==> config.mk <==
export PLATFORM = sky130hd
export DESIGN_NAME = mux2_rr_arbiter_flat
export DESIGN_NICKNAME = d
export VERILOG_FILES = /design/src/rtl/mux_arb_pkg.sv /design/src/rtl/mux2_rr_arbiter_if.sv /design/src/rtl/mux2_rr_arbiter_rr_pick2.sv /design/src/rtl/mux2_rr_arbiter.sv /design/src/flat_wrapper.sv
export SDC_FILE = /design/constraint.sdc
export NUM_CORES = 1
export LEC_CHECK = 0
export ABC_AREA = 0
export CAP_MARGIN = 20
export CORE_AREA = 4 4 41 43
export DETAILED_ROUTE_END_ITERATION = 8
export DIE_AREA = 0 0 45 47
export PLACE_DENSITY = 0.69
export SLEW_MARGIN = 5
export SYNTH_ARGS = -nofsm -noshare
export SYNTH_HDL_FRONTEND = slang
export SYNTH_SLANG_ARGS = --single-unit
==> constraint.sdc <==
create_clock -name clk -period 2.1 [get_ports clk]
set_input_delay 0.21 -clock clk [delete_from_list [all_inputs] [get_ports clk]]
set_output_delay 0.21 -clock clk [all_outputs]
set_load 0.02 [all_outputs]
==> src/rtl/mux_arb_pkg.sv <==
// Shared types for the two-requester round-robin mux arbiter.
// Optional burst locking is enabled by defining ARB_BURST_EN.
package mux_arb_pkg;

    typedef enum logic {
        ST_EMPTY = 1'b0,
        ST_FULL  = 1'b1
    } state_t;

    localparam logic REQ0 = 1'b0;
    localparam logic REQ1 = 1'b1;

    localparam int W_DEF         = 5;
    localparam int MAX_BURST_DEF = 4;

endpackage

==> src/rtl/mux2_rr_arbiter_if.sv <==
// Requester/consumer bundle of the 2:1 mux arbiter.
// slave = arbiter side, master = requesters plus consumer.
interface mux2_rr_arbiter_if #(
    parameter int W = 5
) ();

    logic         req0;
    logic [W-1:0] I0;
    logic         lock0;
    logic         gnt0;
    logic         req1;
    logic [W-1:0] I1;
    logic         lock1;
    logic         gnt1;
    logic         o_valid;
    logic         o_ready;
    logic [W-1:0] o;
    logic         sel;

    modport slave (
        input  req0, I0, lock0,
        input  req1, I1, lock1,
        input  o_ready,
        output gnt0, gnt1,
        output o_valid, o, sel
    );

    modport master (
        output req0, I0, lock0,
        output req1, I1, lock1,
        output o_ready,
        input  gnt0, gnt1,
        input  o_valid, o, sel
    );

endinterface

==> src/rtl/mux2_rr_arbiter_rr_pick2.sv <==
// Two-way round-robin pick with an owner override.
// Shared by the plain grant path and the burst-lock override.
module rr_pick2
    import mux_arb_pkg::*;
(
    input  logic req0,
    input  logic req1,
    input  logic last,
    input  logic force_owner_valid,
    input  logic force_owner,
    output logic winner,
    output logic any_req
);

    // Override first, then the requester not granted last on a tie.
    always_comb begin
        any_req = req0 | req1;
        winner  = REQ0;
        if (force_owner_valid)
            winner = force_owner;
        else if (req0 & req1)
            winner = ~last;
        else if (req1)
            winner = REQ1;
    end

endmodule

==> src/rtl/mux2_rr_arbiter.sv <==
// Round-robin arbiter driving a registered 2:1 W-bit mux slot.
// Define ARB_BURST_EN to let the owner hold grants via lock0/lock1.
module mux2_rr_arbiter
    import mux_arb_pkg::*;
#(
    parameter int W         = W_DEF,
    parameter int MAX_BURST = MAX_BURST_DEF
) (
    input  logic               clk,
    input  logic               rst_n,
    mux2_rr_arbiter_if.slave   bus
);

    state_t       st;
    state_t       st_nx;
    logic         last;
    logic         winner;
    logic         any_req;
    logic         can_load;
    logic         load;
    logic         force_v;
    logic [W-1:0] o_q;
    logic         sel_q;

`ifdef ARB_BURST_EN
    localparam int CW = $clog2(MAX_BURST + 1);

    logic [CW-1:0] cnt;
    logic          own_req;
    logic          own_lock;
    logic          win_lock;

    // The current owner keeps the slot while locked and under budget.
    always_comb begin
        own_req  = last ? bus.req1 : bus.req0;
        own_lock = last ? bus.lock1 : bus.lock0;
        win_lock = winner ? bus.lock1 : bus.lock0;
        force_v  = own_req & own_lock & (cnt < CW'(MAX_BURST));
    end

    // Count locked back-to-back grants; saturate when the other side idles.
    always_ff @(posedge clk or negedge rst_n) begin
        if (!rst_n)
            cnt <= '0;
        else if (load) begin
            if ((winner == last) && win_lock) begin
                if (cnt != CW'(MAX_BURST))
                    cnt <= cnt + 1'b1;
            end else
                cnt <= CW'(1);
        end
    end
`else
    localparam int max_burst_unused = MAX_BURST;

    logic unused_lock;

    assign unused_lock = bus.lock0 ^ bus.lock1;
    assign force_v     = 1'b0;
`endif

    rr_pick2 u_pick (
        .req0              (bus.req0),
        .req1              (bus.req1),
        .last              (last),
        .force_owner_valid (force_v),
        .force_owner       (last),
        .winner            (winner),
        .any_req           (any_req)
    );

    // Grant only when the slot can take data; silent while in reset.
    always_comb begin
        can_load = (st == ST_EMPTY) | bus.o_ready;
        load     = can_load & any_req & rst_n;
        bus.gnt0 = load & (winner == REQ0);
        bus.gnt1 = load & (winner == REQ1);
    end

    // Slot occupancy: a load fills it, a drain with no load empties it.
    always_comb begin
        st_nx = st;
        if (load)
            st_nx = ST_FULL;
        else if ((st == ST_FULL) && bus.o_ready)
            st_nx = ST_EMPTY;
    end

    // Occupancy register.
    always_ff @(posedge clk or negedge rst_n) begin
        if (!rst_n)
            st <= ST_EMPTY;
        else
            st <= st_nx;
    end

    // Operand, owner and round-robin pointer change only on a load.
    always_ff @(posedge clk or negedge rst_n) begin
        if (!rst_n) begin
            o_q   <= '0;
            sel_q <= REQ0;
            last  <= REQ1;
        end else if (load) begin
            o_q   <= winner ? bus.I1 : bus.I0;
            sel_q <= winner;
            last  <= winner;
        end
    end

    assign bus.o_valid = (st == ST_FULL);
    assign bus.o       = o_q;
    assign bus.sel     = sel_q;

endmodule

==> src/flat_wrapper.sv <==
// flat-port wrapper written by rule: the top's interface ports become plain ports
module mux2_rr_arbiter_flat import mux_arb_pkg::*;
#(
    parameter int W         = W_DEF,
    parameter int MAX_BURST = MAX_BURST_DEF
)
  (clk, rst_n, bus_req0, bus_I0, bus_lock0, bus_req1, bus_I1, bus_lock1, bus_o_ready, bus_gnt0, bus_gnt1, bus_o_valid, bus_o, bus_sel);
  mux2_rr_arbiter_if #(.W(W)) bus_i ();
  input  logic clk;
  input  logic rst_n;
  input wire logic [$bits(bus_i.req0)-1:0] bus_req0;
  input wire logic [$bits(bus_i.I0)-1:0] bus_I0;
  input wire logic [$bits(bus_i.lock0)-1:0] bus_lock0;
  input wire logic [$bits(bus_i.req1)-1:0] bus_req1;
  input wire logic [$bits(bus_i.I1)-1:0] bus_I1;
  input wire logic [$bits(bus_i.lock1)-1:0] bus_lock1;
  input wire logic [$bits(bus_i.o_ready)-1:0] bus_o_ready;
  output wire logic [$bits(bus_i.gnt0)-1:0] bus_gnt0;
  output wire logic [$bits(bus_i.gnt1)-1:0] bus_gnt1;
  output wire logic [$bits(bus_i.o_valid)-1:0] bus_o_valid;
  output wire logic [$bits(bus_i.o)-1:0] bus_o;
  output wire logic [$bits(bus_i.sel)-1:0] bus_sel;
  assign bus_i.req0 = bus_req0;
  assign bus_i.I0 = bus_I0;
  assign bus_i.lock0 = bus_lock0;
  assign bus_i.req1 = bus_req1;
  assign bus_i.I1 = bus_I1;
  assign bus_i.lock1 = bus_lock1;
  assign bus_i.o_ready = bus_o_ready;
  assign bus_gnt0 = bus_i.gnt0;
  assign bus_gnt1 = bus_i.gnt1;
  assign bus_o_valid = bus_i.o_valid;
  assign bus_o = bus_i.o;
  assign bus_sel = bus_i.sel;
  mux2_rr_arbiter #(.W(W), .MAX_BURST(MAX_BURST)) u_core (.clk(clk), .rst_n(rst_n), .bus(bus_i));
endmodule
# Word level (Yosys, flattened, before mapping)
# Index checks and enable logic that the tools add are counted.
[totals]
input_bits = 17
out_inout_bits = 9
elab_cells = 21
ff_bits = 8
[classes]
n_bitwise = 10
reduce_logical = 2
muxes = 5
[ops]
columns = ["cell", "count"]
rows = [
  ["1-bit AND", 5],
  ["5-bit 2-to-1 mux", 1],
  ["1-bit 2-to-1 mux", 4],
  ["1-bit NOT", 3],
  ["1-bit OR", 2],
  ["2-bit nonzero test", 1],
  ["1-bit logical AND", 1],
]

# Depth between registers and ports, before layout
[logic_depth]
word_depth = 5
depth_mapped = 5
mapped_depth_nobuf = 3

# Hierarchy
# Synthesis repeated with hierarchy kept, for this count alone.
[unflattened]
hier_cells = 33
hier_area_um2 = 488.0
[modules_own_cells]
columns = ["module", "seq_area_each_um2", "cells_per_inst", "area_each_um2", "instances"]
rows = [
  ["mux2_rr_arbiter", 201.4, 29, 459.2, 1],
  ["rr_pick2", 0.0, 4, 28.8, 1],
]

# Worst setup path after synthesis
# Ideal clock, no wire load.
[synth_timing]
kind = "register -> register"
startpoint = "reg u_core.st (netlist: u_core.bus.o_valid)"
endpoint = "reg u_core.o_q[0] (netlist: u_core.bus.o[0])"
synth_period_minus_slack_ns = 1.340
path_buffers = 1
path_stages_with_launch = 5
setup_ns = 0.126
path_slack_ns = 0.760
required_ns = 1.974
arrival_time_ns = 1.214
path_cell_list = "dfrtp_1 nand2b_1 and4_4 buf_6 a221o_1"
[synth_via]
elab_chain_cells = 4
[synth_lines]
columns = ["item", "line", "rtl"]
rows = [
  ["start: declaration", "mux2_rr_arbiter.sv:14", "state_t st;"],
  ["start signal: assignment", "mux2_rr_arbiter.sv:94", "st <= st_nx;"],
  ["1-bit NOT", "mux2_rr_arbiter.sv:74", "can_load = (st == ST_EMPTY) | bus.o_ready;"],
  ["1-bit OR", "mux2_rr_arbiter.sv:74", ""],
  ["1-bit AND (2 in series)", "mux2_rr_arbiter.sv:75", "load = can_load & any_req & rst_n;"],
  ["end signal: assignment", "mux2_rr_arbiter.sv:104", "o_q <= winner ? bus.I1 : bus.I0;"],
  ["end: declaration", "mux2_rr_arbiter.sv:22", "logic [W-1:0] o_q;"],
]
# Every way passes these cells.
# A chain may end at the register's enable or synchronous reset.

# Worst setup path after layout
[layout_timing]
startpoint = "in bus_o_ready"
endpoint = "out bus_gnt1"
[layout_via]
elab_chain_cells = 4
[layout_lines]
columns = ["item", "line", "rtl"]
rows = [
  ["start: declaration", "flat_wrapper.sv:17", "input wire logic [$bits(bus_i.o_ready)-1:0] bus_o_ready;"],
  ["1-bit OR", "mux2_rr_arbiter.sv:74", ""],
  ["1-bit AND (2 in series)", "mux2_rr_arbiter.sv:75", ""],
  ["1-bit AND", "mux2_rr_arbiter.sv:77", "bus.gnt1 = load & (winner == REQ1);"],
  ["end: declaration", "flat_wrapper.sv:19", "output wire logic [$bits(bus_i.gnt1)-1:0] bus_gnt1;"],
]
# Every way passes these cells.

==> results.ini <==
[yosys]
yosysSeqAreaShare = 0.497
yosysMostFrequentCell = dfrtp_1
synth_area_leaders = dfrtp_1, a221o_1, nor4b_1
synth_fp_nets = 52
ys_top_cells_by_count = dfrtp_1, nand2_1, a221o_1, nor4b_1
yosysTopAreaCell = dfrtp_1
avgSynthCellArea_um2 = 11.6
yosys_warnings = 0
yosysTopAreaCellShare = 0.432
syn_area_um2 = 405
ys_types = 14
synth-edff-count = 0
synth_top_flop_cell = dfrtp_1
async_flop_share = 1.00
syn_inst = 35
ys_seq_elements = 8

[global_routing]
antenna_found_initial = 0
grt_overflow = 0
grt_pass1_vias = 415
grtUsageTotal = 0.122
grt_first_pass_wirelength_um = 1800
grt_max_degree = 15

[cells_and_area]
nNetsFinal = 82
fin_area_um2 = 692
drive_gt1_frac = 0.156
num-fill-cells = 127
n_antenna_cell = 0
areaGrowthSynthToFinish_pct = 70.7
stdcell_count = 79
final_util = 0.532

[critical_path]
rr_worst_depth = 4
worst-setup-path-type = in -> out
path_cells = clkdlybuf4s50_1 -> nand2b_1 -> and4_4 -> clkdlybuf4s50_1
reg2reg_slack_ns = 0.71
startpoint_type = input pin
cpMostUsedCell = clkdlybuf4s50_1
slowest_delay_ns = 0.60
slowest_stage = clkdlybuf4s50_1
r2r_start = u_core.last$_DFFE_PN1P_
path_max_fanout = 4
r2r_end = u_core.bus.o[1]$_DFFE_PN0P_
crit_start = bus_o_ready
cp-endpoint = bus_gnt1
worst_ep_arrival_time_ns = 1.70
end_kind = primary output
cp.required_ns = 1.89

[pwr]
leakage_nw = 0.292
power.density_nw_per_um2 = 760
power_mw = 0.526
ir_drop_v = 0.000383

[clocking]
cts_setup_buffers = 0
cts-root-buf = clkbuf_4
clkSinkCount = 8
clk_pin_slew_ns = 0.06
clk_latency_ns = 0.26
cts.repair.resized = 0
cts_tree = built
cts_hold_buf = 0
cts-buffers-inserted = 3
cts_htree_levels = 1
cts_buffer_depth = 2

[status]
status = completed

[detailed_routing]
drtPass1Iterations = 4
antenna_left = 0
vias = 397
drt_iter0_drc = 3
drt-total-wl_um = 1110
wl_per_cell_um = 14.0
drc_errors = 0
viasPerCell = 5.03

[sta]
fmax_mhz = 523
rsz0062_at_grt = no
whs_ns = 0.304
period_needed_ns = 1.91
setup_viol = 0
final_max_slew_viol_count = 0
skew_ns = 0.00973
slew_headroom = 0.558
fin_tns_setup_ns = 0
timing_hold_violations_final = 0
period_share = 0.910
worst_pin_slew_ns = 0.659
worst_slack_ns = 0.189

[placed_design]
port_buffers = 23
place_inst = 75
place_ws_ns = 0.209
gp_congestion = 0.735
post_dp_cell_area_um2 = 666

[worst_hold_path]
hold_class = in -> async

[die]
dieHeight_um = 47
row_count = 13
die-width_um = 45
initial_core_util = 0.312
die_area_um2 = 2120
fp.coreArea_um2 = 1300
num_io_pins = 26

[job]
cap_violations = 0

-- metal layers --
| metal | track usage | vias to the layer above | wire [um] |
|---|---|---|---|
| li1 | - | 193 | - |
| met3 | 0.0460 | 0 | 117 |
| met5 | 0 | - | 0 |
| met1 | 0.158 | 185 | 496 |
| met2 | 0.172 | 19 | 493 |
| met4 | 0.0702 | 0 | 0 |
-- power by group --
| part | internal (mW) | leakage [nW] | switching [mW] |
|---|---|---|---|
| clock network | 0.0729 | 0.0150 | 0.0569 |
| logic | 0.107 | 0.180 | 0.0838 |
| registers | 0.186 | 0.0965 | 0.0185 |
-- worst max-delay path: cells and delay by family --
family | cells | cell delay, ns
AND/OR/NAND/NOR | 2 | 0.42
buffers and inverters | 2 | 1.07
-- flip-flops by register name, summed over array words and instances, names as in the netlist --
name / cells
u_core.bus.o: 5
u_core.bus.o_valid: 1
u_core.bus.sel: 1
u_core.last: 1
-- logic make-up (layout without fill, tap and decap cells) --
family          Yosys count  after routing  share of synthesized area
compound gates            8              8                      0.179
buf+inv                   2             31                     0.0463
flops                     8              8                      0.497
simple gates             17             17                      0.278
-- area by class of cell --
cell class	count	area [um2]	share of cell area
Clock buffer	4	26.3	0.0380
Timing Repair Buffer	27	260	0.376
Sequential cell	8	201	0.291
Multi-Input combinational cell	25	185	0.268
Tap cell	15	18.8	0.0271
-- layout by cell type, fill, tap and decap left out --
| cell | count |
|---|---|
| nor2b_1 | 2 |
| nand2b_1 | 1 |
| and4b_1 | 1 |
| clkbuf_4 | 3 |
| nand2_1 | 6 |
| nor4b_1 | 5 |
| clkbuf_1 | 1 |
| dfstp_2 | 1 |
| a21o_1 | 2 |
| a221o_1 | 5 |
| nand2_2 | 1 |
| buf_4 | 4 |
| clkdlybuf4s50_1 | 23 |
| o211ai_1 | 1 |
| and4_4 | 1 |
| dfrtp_1 | 7 |
-- worst min path at each step --
stage,to,slack [ns],cells past startpoint,startpoint
3_3_place_gp,u_core.bus.sel$_DFFE_PN0P_,0.47,1,u_core.bus.sel$_DFFE_PN0P_
4_1_cts,u_core.bus.sel$_DFFE_PN0P_,0.30,2,rst_n
5_1_grt,u_core.bus.sel$_DFFE_PN0P_,0.33,2,rst_n
2_1_floorplan,u_core.bus.o[0]$_DFFE_PN0P_,-0.09,0,rst_n
3_5_place_dp,u_core.bus.sel$_DFFE_PN0P_,0.47,1,u_core.bus.sel$_DFFE_PN0P_
6_report,u_core.bus.o[3]$_DFFE_PN0P_,0.30,2,rst_n
No activity file was read; power rests on OpenSTA's default activity.
